## src/rtl/muldiv_sequencer_if.sv

```systemverilog
// Request/result bundle between the main control FSM and the HI/LO multiply-divide sequencer.
// The requester drives the i* signals; the sequencer drives busy/done and the HI/LO view.
interface muldiv_sequencer_if #(
   parameter int WIDTH = 32
);
   logic             iStart;
   logic [1:0]       iOp;
   logic [WIDTH-1:0] iA;
   logic [WIDTH-1:0] iB;
   logic             iMTHI;
   logic             iMTLO;
   logic             oBusy;
   logic             oDone;
   logic [WIDTH-1:0] oHI;
   logic [WIDTH-1:0] oLO;

   modport master (
      output iStart, iOp, iA, iB, iMTHI, iMTLO,
      input  oBusy, oDone, oHI, oLO
   );

   modport slave (
      input  iStart, iOp, iA, iB, iMTHI, iMTLO,
      output oBusy, oDone, oHI, oLO
   );
endinterface

```

## src/rtl/muldiv_sequencer.sv

```systemverilog
// Iterative MULT/MULTU/DIV/DIVU engine owning HI/LO; one bit per cycle, done pulse WIDTH+2 cycles after start.
// No queueing: start and MTHI/MTLO are dropped while busy, so the requester must hold off on oBusy.
module muldiv_sequencer #(
   parameter int WIDTH = 32
) (
   input logic               iCLK,
   input logic               iRST,
   muldiv_sequencer_if.slave bus
);
   localparam int CW = $clog2(WIDTH);

   typedef enum logic [1:0] {IDLE = 2'd0, RUN = 2'd1, FIX = 2'd2} state_t;

   typedef struct packed {
      logic             is_div;
      logic             sign_a;
      logic             sign_b;
      logic             b_zero;
      logic [WIDTH-1:0] a_raw;
      logic [WIDTH-1:0] opnd;
   } job_t;

   state_t             state, state_nxt;
   job_t               job;
   logic [CW-1:0]      cnt;
   logic [2*WIDTH-1:0] acc, acc_step;
   logic [WIDTH-1:0]   hi, lo;
   logic               done, busy;

   logic               signed_op;
   logic [WIDTH-1:0]   mag_a, mag_b;

   logic [WIDTH:0]     mul_sum, div_shift;
   logic               div_ge;
   logic [WIDTH-1:0]   div_rem;

   logic [2*WIDTH-1:0] prod_fix;
   logic [WIDTH-1:0]   quo_fix, rem_fix, hi_fix, lo_fix;

   always_comb begin
      signed_op = ~bus.iOp[0];
      mag_a     = (signed_op && bus.iA[WIDTH-1]) ? -bus.iA : bus.iA;
      mag_b     = (signed_op && bus.iB[WIDTH-1]) ? -bus.iB : bus.iB;
   end

   // acc is {HI,LO} for multiply and {remainder,quotient} for divide; job.opnd is the multiplicand or divisor
   always_comb begin
      mul_sum   = {1'b0, acc[2*WIDTH-1:WIDTH]} + {1'b0, job.opnd};
      div_shift = {acc[2*WIDTH-1:WIDTH], acc[WIDTH-1]};
      div_ge    = div_shift >= {1'b0, job.opnd};
      div_rem   = div_ge ? WIDTH'(div_shift - {1'b0, job.opnd}) : div_shift[WIDTH-1:0];
      if (job.is_div)
         acc_step = {div_rem, acc[WIDTH-2:0], div_ge};
      else if (acc[0])
         acc_step = {mul_sum, acc[WIDTH-1:1]};
      else
         acc_step = {1'b0, acc[2*WIDTH-1:1]};
   end

   always_comb begin
      prod_fix = (job.sign_a ^ job.sign_b) ? -acc : acc;
      quo_fix  = (job.sign_a ^ job.sign_b) ? -acc[WIDTH-1:0] : acc[WIDTH-1:0];
      rem_fix  = job.sign_a ? -acc[2*WIDTH-1:WIDTH] : acc[2*WIDTH-1:WIDTH];
      hi_fix   = rem_fix;
      lo_fix   = quo_fix;
      if (!job.is_div) begin
         {hi_fix, lo_fix} = prod_fix;
      end else if (job.b_zero) begin
         hi_fix = job.a_raw;
         lo_fix = '1;
      end
   end

   always_ff @(posedge iCLK) begin
      if (iRST)
         state <= IDLE;
      else
         state <= state_nxt;
   end

   always_comb begin
      state_nxt = state;
      case (state)
         IDLE:    if (bus.iStart) state_nxt = RUN;
         RUN:     if (cnt == CW'(WIDTH - 1)) state_nxt = FIX;
         FIX:     state_nxt = IDLE;
         default: state_nxt = IDLE;
      endcase
   end

   always_comb begin
      busy = (state == RUN) || (state == FIX);
   end

   // done is registered so it lines up with the cycle in which HI/LO already hold the result
   always_ff @(posedge iCLK) begin
      if (iRST) begin
         job  <= '0;
         acc  <= '0;
         cnt  <= '0;
         hi   <= '0;
         lo   <= '0;
         done <= 1'b0;
      end else begin
         done <= (state == FIX);
         case (state)
            IDLE: begin
               if (bus.iStart) begin
                  job.is_div <= bus.iOp[1];
                  job.sign_a <= signed_op & bus.iA[WIDTH-1];
                  job.sign_b <= signed_op & bus.iB[WIDTH-1];
                  job.b_zero <= (bus.iB == '0);
                  job.a_raw  <= bus.iA;
                  job.opnd   <= bus.iOp[1] ? mag_b : mag_a;
                  acc        <= {{WIDTH{1'b0}}, (bus.iOp[1] ? mag_a : mag_b)};
                  cnt        <= '0;
               end else begin
                  if (bus.iMTHI) hi <= bus.iA;
                  if (bus.iMTLO) lo <= bus.iA;
               end
            end
            RUN: begin
               acc <= acc_step;
               cnt <= cnt + CW'(1);
            end
            FIX: begin
               hi <= hi_fix;
               lo <= lo_fix;
            end
            default: ;
         endcase
      end
   end

   assign bus.oBusy = busy;
   assign bus.oDone = done;
   assign bus.oHI   = hi;
   assign bus.oLO   = lo;
endmodule

```

## src/flat_wrapper.sv

```systemverilog
// flat-port wrapper written by rule: the top's interface ports become plain ports
module muldiv_sequencer_flat 
#(
   parameter int WIDTH = 32
)
  (iCLK, iRST, bus_iStart, bus_iOp, bus_iA, bus_iB, bus_iMTHI, bus_iMTLO, bus_oBusy, bus_oDone, bus_oHI, bus_oLO);
  muldiv_sequencer_if #(.WIDTH(WIDTH)) bus_i ();
  input logic iCLK;
  input logic iRST;
  input wire logic [$bits(bus_i.iStart)-1:0] bus_iStart;
  input wire logic [$bits(bus_i.iOp)-1:0] bus_iOp;
  input wire logic [$bits(bus_i.iA)-1:0] bus_iA;
  input wire logic [$bits(bus_i.iB)-1:0] bus_iB;
  input wire logic [$bits(bus_i.iMTHI)-1:0] bus_iMTHI;
  input wire logic [$bits(bus_i.iMTLO)-1:0] bus_iMTLO;
  output wire logic [$bits(bus_i.oBusy)-1:0] bus_oBusy;
  output wire logic [$bits(bus_i.oDone)-1:0] bus_oDone;
  output wire logic [$bits(bus_i.oHI)-1:0] bus_oHI;
  output wire logic [$bits(bus_i.oLO)-1:0] bus_oLO;
  assign bus_i.iStart = bus_iStart;
  assign bus_i.iOp = bus_iOp;
  assign bus_i.iA = bus_iA;
  assign bus_i.iB = bus_iB;
  assign bus_i.iMTHI = bus_iMTHI;
  assign bus_i.iMTLO = bus_iMTLO;
  assign bus_oBusy = bus_i.oBusy;
  assign bus_oDone = bus_i.oDone;
  assign bus_oHI = bus_i.oHI;
  assign bus_oLO = bus_i.oLO;
  muldiv_sequencer #(.WIDTH(WIDTH)) u_core (.iCLK(iCLK), .iRST(iRST), .bus(bus_i));
endmodule
```

## config.mk

```make
export PLATFORM = sky130hd
export DESIGN_NAME = muldiv_sequencer_flat
export DESIGN_NICKNAME = d
export VERILOG_FILES = /design/src/rtl/muldiv_sequencer_if.sv /design/src/rtl/muldiv_sequencer.sv /design/src/flat_wrapper.sv
export SDC_FILE = /design/constraint.sdc
export NUM_CORES = 1
export LEC_CHECK = 0
export CORE_UTILIZATION = 37
export CTS_CLUSTER_DIAMETER = 100
export DETAILED_ROUTE_END_ITERATION = 8
export PLACE_DENSITY = 0.64
export SLEW_MARGIN = 10
export SYNTH_ARGS = -nofsm -noshare
export SYNTH_HDL_FRONTEND = slang
export SYNTH_SLANG_ARGS = --single-unit
```

## constraint.sdc

```tcl
create_clock -name iCLK -period 3.5 [get_ports iCLK]
set_input_delay 0.7 -clock iCLK [delete_from_list [all_inputs] [get_ports iCLK]]
set_output_delay 0.7 -clock iCLK [all_outputs]
set_load 0.02 [all_outputs]
```

# Word-level counts from Yosys, hierarchy flattened
# Index checks and enable logic that the tools add are counted.
[word_totals]
ff_bits = 204
latchBits = 0
n_memories = 0
in_bits = 71
ram_bits = 0
word_cells = 72
rom_bits = 0
output_inout_bits = 66
[classes]
reduce_logical = 12
addsub = 8
order_cmp = 1
div = 0
eq_ne = 8
shifts = 0
mul = 0
n_mux = 27
bitwise_logic = 4
[op_table]
columns = ["cell", "count"]
rows = [
  ["$mux W32", 15],
  ["$mux W64", 4],
  ["$neg A32 Y32", 4],
  ["$pmux W32 S2", 2],
  ["$pmux W64 S2", 1],
  ["$neg A64 Y64", 1],
  ["$add A32 B32 Y33", 1],
  ["$ge A33 B32 Y1", 1],
  ["$logic_not A32 Y1", 1],
  ["$sub A32 B32 Y32", 1],
  ["$pmux W5 S2", 1],
  ["$ne A2 B2 Y1 const B", 4],
  ["$reduce_and A2 Y1", 3],
  ["$reduce_and A3 Y1", 2],
  ["$add A5 B1 Y5 const B", 1],
  ["$eq A5 B5 Y1 const B", 1],
  ["$mux W5", 1],
  ["$mux W2", 2],
  ["$pmux W2 S2", 1],
  ["$reduce_bool A2 Y1", 2],
  ["$and A1 B1 Y1", 2],
  ["$eq A2 B1 Y1 const B", 1],
  ["$eq A2 B2 Y1 const B", 1],
  ["$logic_and A1 B1 Y1", 2],
  ["other kinds (5)", 5],
]

# Logic depth before layout (Yosys ltp)
# Gate-level depths: netlist (run 1).
[logic_depth]
ltp_word = 6
depth_mapped = 15
depth_no_buf = 13

# Worst setup path before layout (run 1)
# Ideal clock, no wire load.
[synth_path]
kind = "in2reg"
from = "input port bus_iB[8]"
to = "register u_core.acc[29]"
arrival_time_ns = 3.260
stages = 9
path_buffers = 0
setup_ns = 0.078
t_required_ns = 3.422
setup_slack_ns = 0.162
cell_sequence = "or4_1 > or4_4 > or4_4 > o41ai_2 > xnor2_1 > nor2_1 > a211oi_1 > a211oi_1 > nor3_1"
[synth_between]
elab_chain_cells = 5
[synth_lines]
columns = ["item", "line_no", "rtl"]
rows = [
  ["start, declared", "flat_wrapper.sv:13", "input wire logic [$bits(bus_i.iB)-1:0] bus_iB;"],
  ["$neg A32 Y32", "muldiv_sequencer.sv:43", "mag_b = (signed_op && bus.iB[WIDTH-1]) ? -bus.iB : bus.iB;"],
  ["$mux W32", "muldiv_sequencer.sv:43", ""],
  ["$mux W32", "muldiv_sequencer.sv:115", "acc <= {{WIDTH{1'b0}}, (bus.iOp[1] ? mag_a : mag_b)};"],
  ["$mux W64", "muldiv_sequencer.sv:108", "if (bus.iStart) begin"],
  ["$pmux W64 S2", "muldiv_sequencer.sv:106", "case (state)"],
  ["end signal, assigned", "muldiv_sequencer.sv:115", ""],
  ["end signal, assigned", "muldiv_sequencer.sv:123", "acc <= acc_step;"],
  ["end, declared", "muldiv_sequencer.sv:26", "logic [2*WIDTH-1:0] acc, acc_step;"],
]
# Every way passes these cells. The select of a mux whose other input is x is not followed.
# A chain may end at the register's enable or synchronous reset.

# Final worst setup path (run 1)
[layout_path]
from = "input port bus_iB[12]"
to = "register u_core.acc[29]"
# Same word-level chain as after synthesis.

==> results.sh, run 1 <==
export IMPL_syn_num_nets=2476
export IMPL_synthSimpleGateAreaFrac=0.198
export IMPL_nets=2641
export IMPL_grt_pass1_vias=17606
export IMPL_dr_pass1_iters=6
export IMPL_clkSlewWorstSetupHoldPaths_ns=0.06
export IMPL_antenna_found_initial=1
export IMPL_antenna_cells=0
export IMPL_wl_per_cell_um=22.1
export IMPL_vias=18504
export IMPL_synth_xor_area_frac=0.102
export IMPL_clkPwrFrac=0.361
export IMPL_drive_gt1_frac=0.127
export IMPL_timing_rr_start="u_core.acc[32]$_SDFFE_PP0P_"
export IMPL_vias_per_cell=5.94
export IMPL_p_comb_frac=0.313
export IMPL_regArea_um2=4090
export IMPL_vdd_drop_max_mv=0.376
export IMPL_ys_ff_latch=204
export IMPL_cts_sinks=204
export IMPL_grt_util_all_layers=0.287
export IMPL_leakage_nw=8.14
export IMPL_p_total_mw=8.18
export IMPL_multi_input_area_um2=11900
export IMPL_arrival_ns=3.87
export IMPL_clk_path_buf_depth=3
export IMPL_die_h_um=216
export IMPL_synth_distinct_cells=84
export IMPL_overflow=0
export IMPL_fillers=4472
export IMPL_numPortBuffers=136
export IMPL_clock_root_buffer="clkbuf_16"
export IMPL_skew_ns=0.0204
export IMPL_power_switching_mw=2.89
export IMPL_synthArstFlopShare=0
export IMPL_whs_ns=0.449
export IMPL_ys_seq_area_frac=0.240
export IMPL_cts_setup_buffers=0
export IMPL_die_w_um=216
export IMPL_ys_warnings_count=0
export IMPL_place_congestion=0.964
export IMPL_synth_compound_area_share=0.292
export IMPL_synth_flop_cell="dfxtp_1"
export IMPL_critPathLaunch="bus_iB[12]"
export IMPL_synth_top_area_share=0.240
export IMPL_min_period_over_period=0.968
export IMPL_drtAntennaViolNets=0
export IMPL_area_growth_pct=23.1
export IMPL_setup_viol=0
export IMPL_worstSetupEndpointType="register"
export IMPL_synth_top_family_by_area="compound AO/OA/AOI/OAI gates"
export IMPL_cts_max_level=1
export IMPL_synthMuxAreaShare=0.0491
export IMPL_max_freq_mhz=295
export IMPL_worstPathRequired_ns=3.99
export IMPL_p_seq_frac=0.326
export IMPL_fin_crit_ns=3.39
export IMPL_grt_max_degree=98
export IMPL_rsz0062_at_grt="false"
export IMPL_grt_pass1_wl_mm=105
export IMPL_drc=0
export IMPL_relSlewSlack=0.271
export IMPL_p_per_area_nw_per_um2=391
export IMPL_dp_hpwl_mm=52.1
export IMPL_intPower_mw=5.29
export IMPL_slew_violations=0
export IMPL_hp_class="in2reg"
export IMPL_synthCells=2330
export IMPL_finalHoldViolCount=0
export IMPL_ioPinCount=137
export IMPL_final_util=0.461
export IMPL_cp_max_fo=2
export IMPL_synth_area_leaders="dfxtp_1 (24%), a21oi_1 (7.7%), nand2_1 (6.7%)"
export IMPL_synthAdderAreaFrac=0.0561
export IMPL_numCtsBuffers=26
export IMPL_cts_tree="done"
export IMPL_swShare=0.353
export IMPL_synth_area_um2=17000
export IMPL_postSynthAreaPerCell_um2=7.30
export IMPL_synth_edf_count=0
export IMPL_worstSkewPairLatency_ns=0.57
export IMPL_worstMarginPinSlew_ns=1.09
export IMPL_initial_core_util=0.375
export IMPL_max_cap_viol_count=0
export IMPL_dieArea_um2=46800
export IMPL_synth_top_cell_by_area="dfxtp_1"
export IMPL_wirelength_mm=68.8
export IMPL_status="completed"
export IMPL_coreArea_um2=45400
export IMPL_hp_start="iRST"
export IMPL_rows=78
export IMPL_first_iter_violations=1727
export IMPL_crit_type="in2reg"
export IMPL_cp_start_kind="input port"
flip-flops by register name, summed over array words and instances, names as in the netlist:
| signal | cells |
|---|---|
| u_core.acc | 64 |
| u_core.bus.oDone | 1 |
| u_core.cnt | 5 |
| u_core.state | 2 |
| u_core.bus.oLO | 32 |
| u_core.job | 68 |
| u_core.bus.oHI | 32 |
cells by family (layout without fill, tap and decap cells):
kind of cell	count (synthesis)	after routing
AND/OR/NAND/NOR	734	734
AO/OA/AOI/OAI	762	762
flip-flops	204	204
buffers and inverters	276	460
multiplexers	81	81
XOR/XNOR	198	198
adder cells (fa/ha/maj)	75	75
power by group through the flow:
stage | registers [mW] | logic [mW] | clock network [mW]
finish | 2.67 | 2.56 | 2.95
global route | 2.69 | 2.76 | 3.09
CTS | 2.66 | 2.51 | 3.00
detailed placement | 2.71 | 2.50 | 0
global placement | 2.71 | 2.47 | 0
floorplan | 2.68 | 1.54 | 0
layout make-up:
cell class,count,area share
clock inverters,17,0.0112
clock buffers,30,0.0328
well taps,600,0.0359
multi-input cells,1850,0.570
repair buffers,341,0.141
flip-flops and latches,204,0.195
inverters,72,0.0129
layer usage:
metal,track usage,routed length (um),vias to the layer above
met1,0.384,29500,8693
met3,0.0442,5490,192
li1,-,-,8766
met2,0.439,29700,853
met5,0,0,-
met4,0.158,4120,0
cells in the mapped netlist, drive strengths merged, types with 11 or more instances:
library cell    n
nand2         302
a21oi         262
dfxtp         204
nor2          198
clkbuf        184
o21ai         114
xnor2         113
xor2           85
a211oi         79
ha             73
inv            70
mux2i          62
o211ai         61
nor3           59
o221ai         37
o31ai          33
a21o           28
a31oi          22
nand3          21
buf            20
nor4           20
mux2           19
or4            19
or3            18
nand2b         17
nor2b          16
o41ai          15
a311oi         13
a32o           12
or2            12
nand4          11
o21bai         11
what timing repair did:
action                     in CTS  in global routing
gates resized for setup         0                  5
hold buffers                    0                  0
setup endpoints to repair       0                  9
critical path: stages:
cell and delay, ns:
clkdlybuf4s50_1 0.42, or4_4 0.54, or4_4 0.52, or4_4 0.59, o41ai_2 0.32, xnor2_1 0.19, nor2_1 0.08, a211oi_2 0.23
a211oi_1 0.08, nor3_1 0.20
layout by cell type, fill, tap and decap left out, types with 13 or more instances in the layout:
cell,n
dfxtp_1,201
nor4_1,17
nor2b_1,16
or3_1,17
mux2i_1,62
a21o_1,28
a21oi_1,258
a31oi_1,21
o31ai_1,33
nand3_1,21
clkdlybuf4s50_1,134
ha_1,72
o41ai_1,13
xnor2_1,112
or4_1,14
o221ai_1,37
a211oi_1,78
clkbuf_16,26
a311oi_1,13
o21ai_0,112
nor3_1,58
nand2_1,301
buf_4,200
o211ai_1,61
inv_1,70
nor2_1,197
nand2b_1,17
mux2_2,19
xor2_1,84
per-stage QoR:
| step | TNS [ns] | cell area (um^2) | instances | setup slack (ns) |
|---|---|---|---|---|
| 6_report | 0 | 20900 | 3114 | 0.113 |
| 3_5_place_dp | -5.62 | 20000 | 3067 | -0.502 |
| 4_1_cts | 0 | 20900 | 3114 | 0.0945 |
| 5_1_grt | 0 | 20900 | 3114 | 0.0207 |
| 2_1_floorplan | 0 | 17000 | 2330 | 0.162 |
| 3_3_place_gp | -4.80 | 20000 | 3067 | -0.451 |
worst paths after layout:
check	end	slack [ns]	cells past startpoint
worst max-delay path	u_core.acc[29]$_SDFFE_PP0P_	0.11	10
worst min-delay path	u_core.bus.oDone$_SDFF_PP0_	0.45	2
worst max register to register	u_core.acc[45]$_SDFFE_PP0P_	0.18	13
worst min register to register	u_core.bus.oLO[9]$_SDFFE_PP0P_	0.45	2
Power figures use the tool's default switching activity.
==> run 2, diff against run 1 <==
--- a/config.mk
+++ b/config.mk
@@ -8,8 +8,8 @@
 export CORE_UTILIZATION = 37
 export CTS_CLUSTER_DIAMETER = 100
 export DETAILED_ROUTE_END_ITERATION = 8
+export MAX_ROUTING_LAYER = met4
 export PLACE_DENSITY = 0.64
-export SLEW_MARGIN = 10
 export SYNTH_ARGS = -nofsm -noshare
 export SYNTH_HDL_FRONTEND = slang
 export SYNTH_SLANG_ARGS = --single-unit
==> results.sh, run 2 (synthesis results as in run 1) <==
export IMPL_leakage_nw=8.12
export IMPL_cp_max_fo=2
export IMPL_reg_largest_list="u_core.job: 68 flops, u_core.acc: 64 flops"
export IMPL_relSlewSlack=0.247
export IMPL_crit_type="in2reg"
export IMPL_p_per_area_nw_per_um2=378
export IMPL_worstPathRequired_ns=3.98
export IMPL_grt_util_all_layers=0.296
export IMPL_setup_viol=0
export IMPL_largest_reg_flops=68
export IMPL_dp_hpwl_mm=52.4
export IMPL_vdd_drop_max_mv=0.346
export IMPL_max_cap_viol_count=0
export IMPL_dp_cells=3071
export IMPL_drive_gt1_frac=0.126
export IMPL_overflow=0
export IMPL_dr_pass1_iters=6
export IMPL_p_comb_frac=0.327
export IMPL_cts_sinks=204
export IMPL_dieArea_um2=46800
export IMPL_slew_violations=0
export IMPL_hp_class="reg2reg"
export IMPL_area_growth_pct=22.7
export IMPL_vias_per_cell=5.98
export IMPL_ioPinCount=137
export IMPL_layout_commonest_cell="nand2_1"
export IMPL_place_congestion=0.964
export IMPL_fin_cells=3113
export IMPL_skew_ns=0.0172
export IMPL_rsz0062_at_grt="false"
export IMPL_initial_core_util=0.375
export IMPL_swShare=0.358
export IMPL_p_seq_frac=0.339
export IMPL_drc=0
export IMPL_wl_per_cell_um=22.2
export IMPL_cp_start_kind="input port"
export IMPL_final_cell_mix="nand2_1 (301), a21oi_1 (258), buf_4 (204), dfxtp_1 (201), nor2_1 (197)"
export IMPL_final_util=0.460
export IMPL_first_iter_violations=1807
export IMPL_grt_max_degree=133
export IMPL_clkSlewWorstSetupHoldPaths_ns=0.07
export IMPL_p_total_mw=7.88
export IMPL_post_place_ws_ns=-0.453
export IMPL_cts_tree="done"
export IMPL_grt_pass1_wl_mm=105
export IMPL_worstSetupEndpointType="register"
export IMPL_status="completed"
export IMPL_min_period_over_period=0.961
export IMPL_rows=78
export IMPL_cts_max_level=1
export IMPL_arrival_ns=3.84
export IMPL_clk_path_buf_depth=3
export IMPL_fillers=4568
export IMPL_power_switching_mw=2.82
export IMPL_antenna_cells=0
export IMPL_whs_ns=0.454
export IMPL_numPortBuffers=136
export IMPL_die_w_um=216
export IMPL_coreArea_um2=45400
export IMPL_vias=18626
export IMPL_largest_register="u_core.job"
export IMPL_grt_pass1_vias=17613
export IMPL_die_h_um=216
export IMPL_wirelength_mm=69.2
export IMPL_worstMarginPinSlew_ns=1.12
export IMPL_fin_crit_ns=3.36
export IMPL_intPower_mw=5.06
export IMPL_nets=2643
export IMPL_fin_setup_tns_ns=0
export IMPL_final_cell_area_um2=20900
export IMPL_max_freq_mhz=297
export IMPL_numCtsBuffers=24
export IMPL_antenna_found_initial=0
export IMPL_worstSkewPairLatency_ns=0.56
export IMPL_dpl_cell_area_um2=20000
export IMPL_worst_slack_ns=0.137
export IMPL_clkPwrFrac=0.334
export IMPL_clock_root_buffer="clkbuf_16"
export IMPL_drtAntennaViolNets=0
export IMPL_finalHoldViolCount=0
run 2: final cells by class:
type	count	area, um^2	area share
flip-flops and latches	204	4090	0.196
well taps	600	751	0.0360
repair buffers	345	2990	0.143
clock inverters	5	52.6	0.00252
clock buffers	37	751	0.0360
inverters	72	270	0.0130
multi-input cells	1850	12000	0.573
run 2: power by group through the flow:
stage | combinational (mW) | sequential (mW) | clock [mW]
global route | 2.78 | 2.69 | 2.73
floorplan | 1.54 | 2.68 | 0
global placement | 2.50 | 2.71 | 0
detailed placement | 2.52 | 2.71 | 0
finish | 2.58 | 2.67 | 2.63
CTS | 2.53 | 2.66 | 2.65
run 2: timing repair:
item / in CTS / in global routing
endpoints found under the setup margin: 0 / 7
hold buffers: 0 / 0
buffers inserted: 0 / 0
gates resized for setup: 0 / 8
run 2: final timing paths:
| kind | start | end | slack (ns) | cells past startpoint |
|---|---|---|---|---|
| min reg2reg | u_core.bus.oLO[0]$_SDFFE_PP0P_ | u_core.bus.oLO[0]$_SDFFE_PP0P_ | 0.45 | 2 |
| max | bus_iB[12] | u_core.acc[29]$_SDFFE_PP0P_ | 0.14 | 10 |
| min | u_core.bus.oLO[0]$_SDFFE_PP0P_ | u_core.bus.oLO[0]$_SDFFE_PP0P_ | 0.45 | 2 |
| max reg2reg | u_core.acc[13]$_SDFFE_PP0P_ | u_core.bus.oHI[27]$_SDFFE_PP0P_ | 0.19 | 10 |
run 2: critical path, cell delays in order:
cell and delay, ns:
clkdlybuf4s50_1 0.42, or4_4 0.54, or4_4 0.52, or4_4 0.60
o41ai_4 0.35, xnor2_2 0.17, nor2_1 0.07, a211oi_1 0.24
a211oi_1 0.07, nor3_1 0.17
run 2: per-layer routing:
metal  global-route usage  routed length (um)  vias up
li1                     -                   -     8754
met1                0.391               30200     8879
met2                0.449               30300      801
met3               0.0347                4870      192
met4                0.141                3810        0
met5                    -                   0        -
